File: config.mk
export PLATFORM = sky130hd
export DESIGN_NAME = convolution_accelerator
export DESIGN_NICKNAME = d
export VERILOG_FILES = /design/src/rtl/convolution_accelerator.sv
export SDC_FILE = /design/constraint.sdc
export NUM_CORES = 1
export LEC_CHECK = 0
export ABC_AREA = 1
export ABC_CLOCK_PERIOD_IN_PS = 14500
export BUFFER_PORTS_ARGS = -buffer_cell sky130_fd_sc_hd__buf_2
export CAP_MARGIN = 0
export CORE_ASPECT_RATIO = 1.5
export CORE_MARGIN = 8
export CORE_UTILIZATION = 34
export DETAILED_ROUTE_END_ITERATION = 10
export PLACE_DENSITY = 0.46
export RECOVER_POWER = 25
export SLEW_MARGIN = 10
export SYNTH_ARGS = -nofsm -noshare
export SYNTH_HDL_FRONTEND = slang
export SYNTH_SLANG_ARGS = --single-unit
export TNS_END_PERCENT = 30
File: constraint.sdc
create_clock -name Clk -period 14.5 [get_ports Clk]
set_clock_uncertainty 0.15 [all_clocks]
set_input_delay 2.9 -clock Clk [delete_from_list [all_inputs] [get_ports Clk]]
set_output_delay 2.9 -clock Clk [all_outputs]
set_load 0.1 [all_outputs]
File: src/rtl/convolution_accelerator.sv
// convolution_accelerator: streaming 3x3 integer convolution engine.
//
// A host pushes words through an asynchronous write strobe (wr_clk, qualified
// by wr) into an input FIFO: 9 coefficients, then a 9-word window, then
// 3-word columns that slide the window one column right. After each window a
// single-multiplier MAC produces finalsum and raises cReady.
//
// Ports:
//   Clk, Rst    system clock, asynchronous active-high reset
//   dataInput   word pushed on a synchronised rising edge of wr_clk (wr=1)
//   cStart      level enable; low returns the engine to IDLE
//   newline     next window fetch is a full 9-word reload
//   wr, wr_clk  host write enable / write strobe (synchronised into Clk)
//   finalsum    convolution result, cReady marks it valid
//   FULL, EMPTY input FIFO flags
//
// Optional feature: define CONV_SATURATE_EN to clamp the accumulator to the
// signed DATA_W range instead of wrapping.
module convolution_accelerator #(
  parameter int DATA_W     = 16,
  parameter int FIFO_DEPTH = 16
) (
  input  logic              Clk,
  input  logic              Rst,
  input  logic [DATA_W-1:0] dataInput,
  input  logic              cStart,
  input  logic              newline,
  input  logic              wr,
  input  logic              wr_clk,
  output logic [DATA_W-1:0] finalsum,
  output logic              cReady,
  output logic              FULL,
  output logic              EMPTY
);

  localparam int AW    = $clog2(FIFO_DEPTH);
  localparam int CW    = AW + 1;
  localparam int ACC_W = 2 * DATA_W + 4;

  typedef enum logic [2:0] {IDLE, LOAD_COEF, LOAD_WIN, LOAD_COL, MAC, DONE} state_t;
  state_t state, nstate;

  // write strobe synchroniser + rising-edge detector
  logic [2:0] wclk_s;
  logic [1:0] wr_s;
  logic       push, pop;

  always_ff @(posedge Clk or posedge Rst) begin
    if (Rst) begin
      wclk_s <= '0;
      wr_s   <= '0;
    end else begin
      wclk_s <= {wclk_s[1:0], wr_clk};
      wr_s   <= {wr_s[0], wr};
    end
  end

  assign push = wclk_s[1] & ~wclk_s[2] & wr_s[1] & ~FULL;

  // input FIFO
  logic [DATA_W-1:0] mem [FIFO_DEPTH];
  logic [AW-1:0]     wptr, rptr;
  logic [CW-1:0]     count;
  logic [DATA_W-1:0] rdata;

  always_ff @(posedge Clk) begin
    if (push) mem[wptr] <= dataInput;
  end

  always_ff @(posedge Clk or posedge Rst) begin
    if (Rst) begin
      wptr  <= '0;
      rptr  <= '0;
      count <= '0;
    end else begin
      if (push) wptr <= wptr + 1'b1;
      if (pop)  rptr <= rptr + 1'b1;
      case ({push, pop})
        2'b10:   count <= count + 1'b1;
        2'b01:   count <= count - 1'b1;
        default: count <= count;
      endcase
    end
  end

  assign rdata = mem[rptr];
  assign FULL  = (count == CW'(FIFO_DEPTH));
  assign EMPTY = (count == '0);

  // engine
  logic signed [DATA_W-1:0]   k [9];
  logic signed [DATA_W-1:0]   w [9];
  logic signed [2*DATA_W-1:0] prod;
  logic signed [ACC_W-1:0]    acc;
  logic [3:0]                 idx;
  logic [3:0]                 rb;
  logic                       nl_seen, nl_pend, redirect;
  logic [DATA_W-1:0]          result;

  assign nl_pend  = nl_seen | newline;
  // a column fetch that has not popped anything yet is turned into a reload
  assign redirect = (state == LOAD_COL) && (idx == 4'd0) && nl_pend;
  assign rb       = (idx == 4'd0) ? 4'd0 : (idx == 4'd1) ? 4'd3 : 4'd6;

`ifdef CONV_SATURATE_EN
  localparam logic signed [ACC_W-1:0] SMAX = {{(ACC_W-DATA_W+1){1'b0}}, {(DATA_W-1){1'b1}}};
  localparam logic signed [ACC_W-1:0] SMIN = {{(ACC_W-DATA_W+1){1'b1}}, {(DATA_W-1){1'b0}}};
  always_comb begin
    result = acc[DATA_W-1:0];
    if (acc > SMAX)      result = SMAX[DATA_W-1:0];
    else if (acc < SMIN) result = SMIN[DATA_W-1:0];
  end
`else
  logic unused_acc;
  assign result     = acc[DATA_W-1:0];
  assign unused_acc = ^acc[ACC_W-1:DATA_W];
`endif

  always_ff @(posedge Clk or posedge Rst) begin
    if (Rst) state <= IDLE;
    else     state <= nstate;
  end

  always_comb begin
    nstate = state;
    pop    = 1'b0;
    case (state)
      IDLE:      if (cStart) nstate = LOAD_COEF;
      LOAD_COEF: if (!EMPTY) begin
                   pop = 1'b1;
                   if (idx == 4'd8) nstate = LOAD_WIN;
                 end
      LOAD_WIN:  if (!EMPTY) begin
                   pop = 1'b1;
                   if (idx == 4'd8) nstate = MAC;
                 end
      LOAD_COL:  if (redirect) nstate = LOAD_WIN;
                 else if (!EMPTY) begin
                   pop = 1'b1;
                   if (idx == 4'd2) nstate = MAC;
                 end
      MAC:       if (idx == 4'd9) nstate = DONE;
      DONE:      nstate = nl_pend ? LOAD_WIN : LOAD_COL;
      default:   nstate = IDLE;
    endcase
    if (!cStart) begin
      nstate = IDLE;
      pop    = 1'b0;
    end
  end

  always_ff @(posedge Clk or posedge Rst) begin
    if (Rst) begin
      for (int unsigned i = 0; i < 9; i++) begin
        k[i] <= '0;
        w[i] <= '0;
      end
      prod     <= '0;
      acc      <= '0;
      idx      <= '0;
      nl_seen  <= 1'b0;
      finalsum <= '0;
      cReady   <= 1'b0;
    end else if (!cStart) begin
      for (int unsigned i = 0; i < 9; i++) k[i] <= '0;
      idx     <= '0;
      nl_seen <= 1'b0;
      cReady  <= 1'b0;
    end else begin
      if (state == DONE || redirect) nl_seen <= 1'b0;
      else if (newline)              nl_seen <= 1'b1;
      case (state)
        IDLE: idx <= '0;
        LOAD_COEF: if (pop) begin
          k[idx] <= rdata;
          idx    <= (idx == 4'd8) ? 4'd0 : idx + 4'd1;
        end
        LOAD_WIN: if (pop) begin
          w[idx] <= rdata;
          cReady <= 1'b0;
          idx    <= (idx == 4'd8) ? 4'd0 : idx + 4'd1;
        end
        LOAD_COL: if (pop) begin
          w[rb]        <= w[rb + 4'd1];
          w[rb + 4'd1] <= w[rb + 4'd2];
          w[rb + 4'd2] <= rdata;
          cReady       <= 1'b0;
          idx          <= (idx == 4'd2) ? 4'd0 : idx + 4'd1;
        end
        // registered product: issue k*w on idx 0..8, accumulate one cycle later
        MAC: begin
          if (idx != 4'd9) prod <= k[idx] * w[idx];
          acc <= (idx == 4'd0) ? '0 : acc + ACC_W'(prod);
          idx <= (idx == 4'd9) ? 4'd0 : idx + 4'd1;
        end
        DONE: begin
          finalsum <= result;
          cReady   <= 1'b1;
        end
        default: idx <= '0;
      endcase
    end
  end

endmodule

==> results <==
- The area growth from synthesis to layout is 10.85%.
- The area of placed instances is 36730 µm².
- The count of unique library cells instantiated by Yosys is 58.
- During synthesis, Yosys emitted a total of 0 warnings.
- The first global-routing pass estimated 187700 µm of wire.
- The top achievable clock speed is 117.3 MHz.
- The worst hold slack is 0.1981 ns.
- Buffers inserted during clock tree synthesis total 69.
- The kind of critical path is reg -> reg.
- The finished cells cover 38920 µm².
- The maximum resistive drop on vdd is 0.0001180 V.
- After layout, the worst path uses 58.81% of the clock period.
- The checks that failed: max-capacitance violations, max-slew violations.
- The initial core utilization is 34.25%.
- The category of the worst setup path capture point is a flip-flop.
- Setup repair after global routing left no endpoint under its margin.
- The post-CTS setup repair buffer count is 0.
- For the pin with the worst max-slew slack, the measured transition is 2.361 ns.
- After Yosys synthesis, XOR and XNOR cells account for 0.5986% of the synthesized area.
- The die is 278.4 µm wide.
- The endpoint arrival time on the critical path is 8.93 ns.
- Summed over all cells, the static leakage comes to 17.15 nW.
- The routed layout has 28830 vias.
- Dividing the synthesized area by the synthesized cell count gives 8.775 µm².
- The via count of the first global-routing pass is 29130.
- Summed over all layers, the global routing overflow is 0.
- The worst hold path class is reg -> reg.
- The count of hold buffers inserted by post-cts repair is 0.
- The async set or reset register ratio after synthesis is 58.64%.
- The number of flops mapped to enable cells by yosys is 256.
- By area the synthesized netlist is led by sky130_fd_sc_hd__dfrtp_1, sky130_fd_sc_hd__edfxtp_1, sky130_fd_sc_hd__nand2_1, sky130_fd_sc_hd__inv_1, sky130_fd_sc_hd__fa_1.
- The number of levels the H-tree was split into is 3.
- The number of antenna violations at the first check in global routing is 3.
- The setup violation total in the final timing report is 0.
- The wire length after detailed routing is 126700 µm.
- The arithmetic-cell share of the synthesized area counting full adders, half adders and majority gates is 7.860%.
- The post-synthesis mux area share is 2.081%.
- The most used flip-flop cell after synthesis is sky130_fd_sc_hd__dfrtp_1.
- The max-slew violation count came to 51.
- In this run, post-CTS repair resized a total of 0 instances.
- The number of placement rows is 144.
- The most area-hungry cell type in the Yosys netlist is sky130_fd_sc_hd__dfrtp_1.
- The clock period minus worst slack is 8.528 ns.
- TritonCTS built the clock tree.
- Max-cap violations in this run came to 3.
- Of the total synthesized cell area, the portion taken by AND, OR, NAND and NOR gates is 14.44%.
- The tree built by TritonCTS fans out to 619 sinks.
- sky130_fd_sc_hd__nand2_1 is the most common cell in the netlist.
- After floorplanning, the core was sized to cover 102500 µm².
- The synthesized netlist devotes 16.89% of its cell area to compound gates.
- The number of standard cells after synthesis is 4002.
- Counting every net in the synthesized netlist gives 4196.
- In the final layout, the share of cells above drive strength 1 is 7.238%.
- For the worst-skew pair, the clock arrives at the later sink with an insertion delay of 0.66 ns.
- The setup total negative slack is 0 ns.
- The average vias per placed instance is 5.390.
- For this design the top-level I/O count stands at 41.
- The count of state elements after synthesis is 619.
- Headroom to the max-slew limit came out at -57.95%.
- The netlist area before placement is 35120 µm².
- Routability-driven placement finished with a final weighted congestion of 0.8950.
- On the worst path, the slowest cell contributes a delay of 0.95 ns.
- The total count of hold-check failures in the final report was 0.
- The tree is rooted in a sky130_fd_sc_hd__clkbuf_16.
- STA classifies the critical path startpoint as a flip-flop.
- After synthesis, the most frequently instantiated cells are sky130_fd_sc_hd__nand2_1, sky130_fd_sc_hd__inv_1, sky130_fd_sc_hd__dfrtp_1.
- Along the worst path, the maximum fanout reaches 65.
- The total power per unit cell area is 217.2 nW/µm².
- The number of buffer cells added on primary ports is 40.
- The critical path required time is 14.90 ns.
- The flow ran to the end, but the final reports show violations.
- The detailed-router iteration count before antenna repair is 5.
- The synthesized design devotes to its leading area cell type 25.87% of total area.
- The number of DRC violations after detailed-routing iteration 0 is 2213.
- The register area share after synthesis is 47.76%.
- The total routing usage reported by global routing is 21.79%.
- Measured along the y axis, the die boundary spans 409.6 µm.
- The worst-path cell with the longest stage delay is sky130_fd_sc_hd__clkinv_2.
- The reg-to-reg setup timing slack is 5.97 ns.
- After detailed routing, the number of remaining DRC violations is 0.
- Cells fill 37.97% of the core in the end.
- Dividing the detail-routed wire length by the instance count gives 23.68 µm.
- The largest family of logic cells by synthesized area is compound AO/OA/AOI/OAI gates.
- The post-detailed-placement half-perimeter wirelength is 84850 µm.
- The die covers 114000 µm².
- The maximum clock insertion buffer count is 3.
- The maximum number of pins on one net before global-route repair is 112.
- After clock tree synthesis, the clock-pin slew on the worst setup and hold paths is 0.06 ns.
- The net count reported at finish is 4176.
- Once detail routing completed, the nets flagged for antenna violations numbered 0.
## routing by layer
metal	vias up	routed length, µm	GRT usage, %
li1	13330	-	-
met1	14270	48340	24.37
met2	868	64270	39.05
met3	365	6039	3.107
met4	4	8013	12.94
met5	-	23	0
## power breakdown
part / leakage (nW) / switching [mW] / internal [mW]
sequential: 6.81 / 0.156 / 2.01
clock: 1.12 / 0.775 / 1.05
combinational: 9.23 / 3.13 / 1.32
total: 17.2 / 4.07 / 4.39
## registers in the layout (all words and copies together), names as in the netlist
| name | count |
|---|---|
| mem | 256 |
| w | 144 |
| wclk_s | 3 |
| rptr | 4 |
| k | 144 |
| wptr | 4 |
| prod | 16 |
| wr_s | 2 |
| nl_seen | 1 |
| state | 3 |
| idx | 4 |
| acc | 16 |
| cReady | 1 |
| finalsum | 16 |
| count | 5 |
## metrics by stage
stage | total power, mW | setup WS, ns | std cells
2_1_floorplan | 5.188 | 1.375 | 4002
3_3_place_gp | 6.673 | 6.043 | 5225
3_5_place_dp | 6.688 | 5.945 | 5225
6_report | 8.453 | 5.972 | 5349
5_1_grt | 9.084 | 5.431 | 5348
4_1_cts | 8.540 | 5.947 | 5348
## worst max-delay path, delay by kind of cell, from the launching register on
family | cells | cell delay, ns
compound gates | 5 | 0.71
fa+ha+maj | 7 | 2.92
buf+inv | 7 | 2.16
flops | 1 | 0.94
simple gates | 13 | 1.45
## cells in the final DEF (no fill, tap or decap), types with 19 or more instances in the layout
cell type,netlist,final
sky130_fd_sc_hd__mux2i_1,73,73
sky130_fd_sc_hd__clkbuf_16,0,69
sky130_fd_sc_hd__clkinv_1,19,24
sky130_fd_sc_hd__a22oi_1,38,38
sky130_fd_sc_hd__o221ai_1,43,43
sky130_fd_sc_hd__buf_4,11,67
sky130_fd_sc_hd__nand3_1,194,194
sky130_fd_sc_hd__buf_2,68,33
sky130_fd_sc_hd__edfxtp_1,256,256
sky130_fd_sc_hd__o211ai_1,128,128
sky130_fd_sc_hd__o21ai_0,286,286
sky130_fd_sc_hd__nor2_2,16,19
sky130_fd_sc_hd__fa_1,81,81
sky130_fd_sc_hd__nor2_1,243,238
sky130_fd_sc_hd__ha_1,91,90
sky130_fd_sc_hd__nand2_1,722,721
sky130_fd_sc_hd__o22ai_1,184,184
sky130_fd_sc_hd__o21ai_1,26,23
sky130_fd_sc_hd__dfrtp_1,363,359
sky130_fd_sc_hd__clkbuf_1,112,33
sky130_fd_sc_hd__inv_1,677,675
sky130_fd_sc_hd__a21oi_1,193,192
## path summary, 6_finish.rpt
kind / startpoint / endpoint / cells past startpoint
max: idx[0] / prod[15] / 32
min: wr_s[0] / wr_s[1] / 0
max in group asynchronous: Rst / k[61] / 5
min in group asynchronous: Rst / count[1] / 2
min reg2reg: wr_s[0] / wr_s[1] / 0
max reg2reg: idx[0] / prod[15] / 32
## kinds of logic after synthesis
| kind of cell | Yosys count |
|---|---|
| XOR/XNOR | 24 |
| multiplexers | 73 |
| buffers and inverters | 921 |
| AND/OR/NAND/NOR | 1224 |
| flip-flops | 619 |
| AO/OA/AOI/OAI | 969 |
| adder cells (fa/ha/maj) | 172 |
## layout make-up
| class | count | area, µm² |
|---|---|---|
| diodes | 1 | 2.502 |
| multi-input cells | 2462 | 14790 |
| clock inverters | 33 | 407.9 |
| repair buffers | 120 | 743.2 |
| clock buffers | 90 | 1886 |
| well taps | 1314 | 1644 |
| fillers | 10600 | 63590 |
| inverters | 710 | 2674 |
| flip-flops and latches | 619 | 16780 |
Power figures use the tool's default switching activity.
